<file path="config.mk">
export PLATFORM = sky130hd
export DESIGN_NAME = cache_refill_arbiter
export DESIGN_NICKNAME = d
export VERILOG_FILES = /design/src/rtl/cache_refill_arbiter.sv
export SDC_FILE = /design/constraint.sdc
export NUM_CORES = 1
export LEC_CHECK = 0
export ABC_CLOCK_PERIOD_IN_PS = 4600
export BUFFER_PORTS_ARGS = -buffer_cell sky130_fd_sc_hd__buf_4
export CAP_MARGIN = 10
export CORE_ASPECT_RATIO = 1.5
export CORE_UTILIZATION = 60
export CTS_CLUSTER_SIZE = 25
export DETAILED_ROUTE_END_ITERATION = 12
export GPL_TIMING_DRIVEN = 0
export PLACE_DENSITY = 0.85
export SYNTH_ARGS = -nofsm -noshare
export SYNTH_HDL_FRONTEND = slang
export SYNTH_SLANG_ARGS = --single-unit
</file>
<file path="constraint.sdc">
create_clock -name clk -period 4.6 [get_ports clk]
set_input_delay 0.46 -clock clk [delete_from_list [all_inputs] [get_ports clk]]
set_output_delay 0.46 -clock clk [all_outputs]
set_load 0.01 [all_outputs]
</file>
<file path="src/rtl/cache_refill_arbiter.sv">
// -----------------------------------------------------------------------------
// cache_refill_arbiter
//
// Arbitrates NUM_CH cache refill channels (0 = icache, 1 = dcache, ...) onto a
// single burst read port toward the memory bridge. Only one burst is in flight
// at a time. A cached request fetches a whole LINE_WIDTH line as BEATS beats
// and assembles it. An uncached request fetches a single beat, which lands in
// slot 0 of the returned line with all other slots zero.
//
// Handshakes: a transfer on the AR channel happens on a rising clk edge where
// mem_ar_valid && mem_ar_ready. A transfer on the R channel happens on a
// rising clk edge where mem_r_valid && mem_r_ready. While mem_ar_valid is high
// and no transfer has happened, mem_ar_addr and mem_ar_len do not change.
// Requesters hold ch_rd_req high until their one-cycle ch_ret_valid pulse.
//
// Ports:
//   clk, rst        clock, synchronous active-high reset
//   ch_rd_req       per-channel refill request (level)
//   ch_rd_addr      per-channel address, channel i at [i*ADDR_WIDTH +: ADDR_WIDTH]
//   ch_uncache      per-channel single-beat uncached mode, sampled at grant
//   ch_ret_valid    one-cycle completion pulse to the served channel
//   ch_ret_data     returned line, shared; holds until the next completion
//   mem_ar_*        burst address channel (valid/ready/addr/len = beats-1)
//   mem_r_*         read data channel (valid/ready/data/last)
//   busy            FSM is not idle
//   proto_err       sticky: mem_r_last disagreed with the expected beat count
//   dbg_state       current FSM state (IDLE=0, ADDR=1, DATA=2, RESP=3)
// -----------------------------------------------------------------------------
module cache_refill_arbiter #(
  parameter int NUM_CH     = 2,
  parameter int ADDR_WIDTH = 32,
  parameter int LINE_WIDTH = 256,
  parameter int BEAT_WIDTH = 32
) (
  input  logic                         clk,
  input  logic                         rst,
  input  logic [NUM_CH-1:0]            ch_rd_req,
  input  logic [NUM_CH*ADDR_WIDTH-1:0] ch_rd_addr,
  input  logic [NUM_CH-1:0]            ch_uncache,
  output logic [NUM_CH-1:0]            ch_ret_valid,
  output logic [LINE_WIDTH-1:0]        ch_ret_data,
  output logic                         mem_ar_valid,
  input  logic                         mem_ar_ready,
  output logic [ADDR_WIDTH-1:0]        mem_ar_addr,
  output logic [7:0]                   mem_ar_len,
  input  logic                         mem_r_valid,
  output logic                         mem_r_ready,
  input  logic [BEAT_WIDTH-1:0]        mem_r_data,
  input  logic                         mem_r_last,
  output logic                         busy,
  output logic                         proto_err,
  output logic [1:0]                   dbg_state
);

  localparam int BEATS    = LINE_WIDTH / BEAT_WIDTH;
  localparam int LINE_OFF = $clog2(LINE_WIDTH / 8);
  localparam int BEAT_OFF = $clog2(BEAT_WIDTH / 8);
  localparam int PTR_W    = (NUM_CH > 1) ? $clog2(NUM_CH) : 1;

  localparam logic [7:0]            FULL_LEN  = 8'(BEATS - 1);
  localparam logic [ADDR_WIDTH-1:0] LINE_MASK = {ADDR_WIDTH{1'b1}} << LINE_OFF;
  localparam logic [ADDR_WIDTH-1:0] BEAT_MASK = {ADDR_WIDTH{1'b1}} << BEAT_OFF;

  typedef enum logic [1:0] {
    S_IDLE = 2'd0,
    S_ADDR = 2'd1,
    S_DATA = 2'd2,
    S_RESP = 2'd3
  } state_t;

  state_t                  state_q, state_d;
  logic [PTR_W-1:0]        rr_ptr_q, rr_ptr_d;
  logic [PTR_W-1:0]        grant_q, grant_d;
  logic [ADDR_WIDTH-1:0]   addr_q, addr_d;
  logic                    unc_q, unc_d;
  logic [7:0]              cnt_q, cnt_d;
  logic [LINE_WIDTH-1:0]   line_q, line_d;
  logic [LINE_WIDTH-1:0]   ret_q, ret_d;
  logic                    perr_q, perr_d;

  logic [NUM_CH-1:0]       req_rot;
  logic [PTR_W-1:0]        pick;
  logic                    pick_valid;
  logic [7:0]              len_w;
  logic [ADDR_WIDTH-1:0]   ar_addr_w;
  logic                    final_beat;

  // Burst shape follows the uncache bit latched at grant.
  assign len_w      = unc_q ? 8'd0 : FULL_LEN;
  assign ar_addr_w  = unc_q ? (addr_q & BEAT_MASK) : (addr_q & LINE_MASK);
  assign final_beat = (cnt_q == len_w);

  // ---------------------------------------------------------------------------
  // Round-robin pick. The request vector is rotated so that bit 0 is the
  // channel at the RR pointer; the lowest set bit of the rotated vector is the
  // winner, and its absolute index is pointer + offset (mod NUM_CH).
  // ---------------------------------------------------------------------------
  always_comb begin
    int sum;
    sum        = 0;
    req_rot    = NUM_CH'({ch_rd_req, ch_rd_req} >> rr_ptr_q);
    pick       = '0;
    pick_valid = 1'b0;
    // Walk from the highest offset down so the lowest offset wins.
    for (int k = NUM_CH - 1; k >= 0; k--) begin
      if (req_rot[k]) begin
        sum = int'(rr_ptr_q) + k;
        if (sum >= NUM_CH) begin
          sum = sum - NUM_CH;
        end
        pick       = PTR_W'(sum);
        pick_valid = 1'b1;
      end
    end
  end

  // ---------------------------------------------------------------------------
  // Next-state logic
  // ---------------------------------------------------------------------------
  always_comb begin
    state_d  = state_q;
    rr_ptr_d = rr_ptr_q;
    grant_d  = grant_q;
    addr_d   = addr_q;
    unc_d    = unc_q;
    cnt_d    = cnt_q;
    line_d   = line_q;
    ret_d    = ret_q;
    perr_d   = perr_q;

    unique case (state_q)
      S_IDLE: begin
        if (pick_valid) begin
          grant_d = pick;
          for (int i = 0; i < NUM_CH; i++) begin
            if (pick == PTR_W'(i)) begin
              addr_d = ch_rd_addr[i*ADDR_WIDTH +: ADDR_WIDTH];
              unc_d  = ch_uncache[i];
            end
          end
          // Cleared so unused slots of an uncached return read as zero.
          line_d  = '0;
          state_d = S_ADDR;
        end
      end

      S_ADDR: begin
        if (mem_ar_ready) begin
          cnt_d   = 8'd0;
          state_d = S_DATA;
        end
      end

      S_DATA: begin
        if (mem_r_valid) begin
          for (int s = 0; s < BEATS; s++) begin
            if (cnt_q == 8'(s)) begin
              line_d[s*BEAT_WIDTH +: BEAT_WIDTH] = mem_r_data;
            end
          end
          // The beat count alone ends the transfer; mem_r_last is only
          // cross-checked against it.
          if (mem_r_last != final_beat) begin
            perr_d = 1'b1;
          end
          if (final_beat) begin
            ret_d   = line_d;
            state_d = S_RESP;
          end else begin
            cnt_d = cnt_q + 8'd1;
          end
        end
      end

      S_RESP: begin
        if (grant_q == PTR_W'(NUM_CH - 1)) begin
          rr_ptr_d = '0;
        end else begin
          rr_ptr_d = grant_q + PTR_W'(1);
        end
        state_d = S_IDLE;
      end

      default: begin
        state_d = S_IDLE;
      end
    endcase
  end

  // ---------------------------------------------------------------------------
  // State registers
  // ---------------------------------------------------------------------------
  always_ff @(posedge clk) begin
    if (rst) begin
      state_q  <= S_IDLE;
      rr_ptr_q <= '0;
      grant_q  <= '0;
      addr_q   <= '0;
      unc_q    <= 1'b0;
      cnt_q    <= 8'd0;
      line_q   <= '0;
      ret_q    <= '0;
      perr_q   <= 1'b0;
    end else begin
      state_q  <= state_d;
      rr_ptr_q <= rr_ptr_d;
      grant_q  <= grant_d;
      addr_q   <= addr_d;
      unc_q    <= unc_d;
      cnt_q    <= cnt_d;
      line_q   <= line_d;
      ret_q    <= ret_d;
      perr_q   <= perr_d;
    end
  end

  // ---------------------------------------------------------------------------
  // Outputs: decoded from registered state only, so no request input reaches
  // the memory port combinationally. AR fields are forced to zero outside ADDR.
  // ---------------------------------------------------------------------------
  always_comb begin
    mem_ar_valid = (state_q == S_ADDR);
    mem_ar_addr  = (state_q == S_ADDR) ? ar_addr_w : '0;
    mem_ar_len   = (state_q == S_ADDR) ? len_w : 8'd0;
    mem_r_ready  = (state_q == S_DATA);
    busy         = (state_q != S_IDLE);
    proto_err    = perr_q;
    ch_ret_data  = ret_q;
    dbg_state    = state_q;
    ch_ret_valid = '0;
    for (int i = 0; i < NUM_CH; i++) begin
      if ((state_q == S_RESP) && (grant_q == PTR_W'(i))) begin
        ch_ret_valid[i] = 1'b1;
      end
    end
  end

endmodule

</file>
==> summary.txt <==
Worst setup path
  – Critical Path Sink Type: flop
  – Slowest cell on the critical path: nor3_1
  – FF-to-FF Start: dbg_state[0]
  – Worst EP arrival: roughly 3700 ps
  – CP required: about 5100 ps
  – CP peak stage delay: ~830 ps
  – CP startpoint: dbg_state[0]
  – FF-to-FF End: line_q[182]
  – Startpoint Class: flop
  – FF-to-FF path depth: 8
  – WS Path Type: reg -> reg
  – Most used cell, CP: clkbuf_1
  – Worst Path Max Fanout: 10
  – FF-to-FF setup slack: between 1000 and 1500 ps
  – CP Cell Sequence: inv_1, ha_1, nor3b_1, or2_2, clkbuf_1, nor3_1, clkbuf_1, a22o_1

Pwr
  – P_leak: about 11 nW
  – Peak VDD IR: 0.000331 V
  – Pwr/cell area: 425 mW/mm^2

Clock tree
  – # H-tree levels: 2
  – Reg clk slew, reported paths: 70 ps
  – Resize count post-CTS: 0
  – Maximum clock path buffer count: 3
  – Clk sinks: approximately 560
  – Hold_buf cts: 0
  – CTS tree: built
  – Clock root buffer: clkbuf_16
  – Post-CTS setup repair buffer count: 0
  – Clock latency on the worst-skew pair: just under 600 ps
  – TritonCTS Buffers: 48

Route
  – DR vias: roughly 19000
  – DRT Wirelength: approximately 73000 um
  – Drt pass-1 iters: 5
  – DRC: 0
  – Wire length per cell: approximately 24 um
  – DRT antenna net count: 0
  – Vias per inst: between 6 and 7
  – Initial DRC Count: between 1000 and 1500

Global routing
  – Vias in the first global route: 19300
  – GR Overflow Total: 0
  – Met1 Use GR: roughly two fifths
  – Met2 usage: between 60% and 70%
  – Antenna violations before repair: 4
  – M3 GR Usage: roughly 6%
  – Tot GR Track Use: between 30 and 40%
  – Busiest grt layer: met2
  – First-pass GRT wire length: approximately 110000 um
  – Largest net degree at the start of global routing: 17

STA
  – Final Max Tran Viols: 0
  – Final WS setup: roughly 1400 ps
  – RSZ-0062 raised after global routing: false
  – Worst Max-Slew Pin Slew: 1170 ps
  – Final setup fails: 0
  – Max_slew headroom: 21.4%
  – Clk_skew: about 22 ps
  – Period utilization: a little over two thirds
  – Final min period: about 3200 ps
  – Hold Violations, Final: 0
  – Setup TNS: 0 ps
  – FMAX: 311 MHz

Floorplan
  – DIE AREA: 0.0387 mm^2
  – Die width: between 150 and 200 um
  – Initial core utilization: between 60% and 70%
  – Ports: 409
  – Core area: around 0.037 mm^2
  – Die height: 241 um
  – Rows: between 80 and 90

Worst hold path
  – Hold Path Depth: 3
  – Hold_sp: mem_r_valid
  – Hold EP: proto_err
  – HP Class: in -> reg

Logic synthesis
  – Ys async rst share: 0%
  – Unique cell type count in the Yosys netlist: 43
  – Synth Instances: 2121
  – Post-Syn Area: around 0.023 mm^2
  – Sequential fraction of the synthesis area: roughly half
  – Top post-synthesis cells by area: dfxtp_1 49%, mux2i_1 13%, a211oi_2 8.7%
  – Ys Warns: 0
  – Largest area contributor in the synthesized netlist: dfxtp_1
  – FF+latch count, synth: 556
  – Post-synth EDFFs: 0
  – Post-Syn Area per Cell: approximately 11 um^2
  – Ys flop type: dfxtp_1
  – Share of the synthesized area in the top cell type: roughly 49%

Place
  – Placed inst area: 0.0261 mm^2
  – Buffers on Ports: roughly 360
  – DP HPWL: between 50000 and 60000 um
  – Post-Place Cells: between 2000 and 3000
  – RePlAce Congestion: 0.958
  – Pre-CTS setup slack: ~1500 ps

Cells and area
  – Share of cells above drive strength 1: between 20% and 30%
  – Syn-to-layout area delta: 22.1%
  – Most frequent cells in the layout: 556 x dfxtp_1, 398 x buf_4, 310 x nor2_1, 288 x mux2i_1, 159 x a211oi_2
  – # nets final: roughly 2700
  – Final Non-Filler Cells: about 3100
  – Most common cell after layout, fill and taps aside: dfxtp_1
  – Design Area, Final: about 0.028 mm^2

Flow run
  – Max-capacitance violation count: 0

Outcome
  – Outcome: complete, no violations
[logic make-up after synthesis]
family | Yosys count | synth area share (%)
adder cells (fa/ha/maj) | 9 | 0.495
buffers and inverters | 237 | 5.15
flip-flops | 556 | 48.9
other | 1 | 0.0165
multiplexers | 289 | 12.7
AND/OR/NAND/NOR | 456 | 8.96
XOR/XNOR | 1 | 0.0385
AO/OA/AOI/OAI | 572 | 23.7
[worst max-delay path by stage]
stage | slack (ps) | to
CTS | 1430 | line_q[22]
floorplan | 2270 | line_q[100]
global route | 1330 | line_q[181]
detailed placement | 1490 | line_q[188]
finish | 1380 | line_q[182]
global placement | 1570 | line_q[190]
[critical path, delay by kind of cell, from the launching register on]
kind / cells / cell delay [ps]
AOI/OAI and AO/OA: 1 / 250
adders and majority gates: 1 / 250
buffers and inverters: 3 / 870
DFF: 1 / 460
and+or+nand+nor: 3 / 1330
[stage by stage]
stage                     hold slack (ps)  power [mW]  utilization [%]
after global placement                443        7.52             69.8
after detailed placement              446        7.59             69.8
final                                 188        11.8             74.3
after global routing                  215        12.2             74.3
after CTS                             170        11.8             74.2
after floorplan                       432        6.70                -
[synth_stat cells (6+ instances only)]
master / n
nor3_1: 8
nor2_1: 310
buf_6: 16
a22o_1: 128
mux2i_1: 288
ha_1: 9
nand2_1: 14
nor2b_1: 34
a21oi_1: 9
and2_1: 27
nand2b_1: 35
nand3_1: 6
buf_1: 32
inv_1: 10
clkbuf_1: 116
a211oi_1: 130
o2bb2ai_1: 128
a311oi_1: 6
dfxtp_1: 556
a211oi_2: 159
buf_2: 29
buf_4: 34
[cell type report]
type	count	area (um^2)
plain buffers	227	1140
clock inverters	23	279
repair buffers	365	2740
multi-input cells	1334	10500
fillers	2642	9640
well taps	489	612
inverters	10	37.5
flip-flops and latches	556	11100
clock buffers	66	1380
diodes	4	10.0
[metal layers]
metal,wire length [um],vias up,share of wire [%]
met4,6030,0,8.2
met3,4890,281,6.7
li1,-,8582,-
met2,37200,918,51
met5,0,-,0
met1,25000,9338,34
[power by group]
part           total, mW  switching (mW)  internal [mW]
logic               2.26            1.42          0.843
clock network       4.28            1.83           2.45
registers           5.28           0.191           5.09
[registers in the layout (all words and copies together) (netlist names)]
signal and count:
grant_q 1, dbg_state 2, rr_ptr_q 1, cnt_q 8, ch_ret_data 256, unc_q 1, line_q 256, addr_q 30
proto_err 1
(Power assumes the default switching activity.)
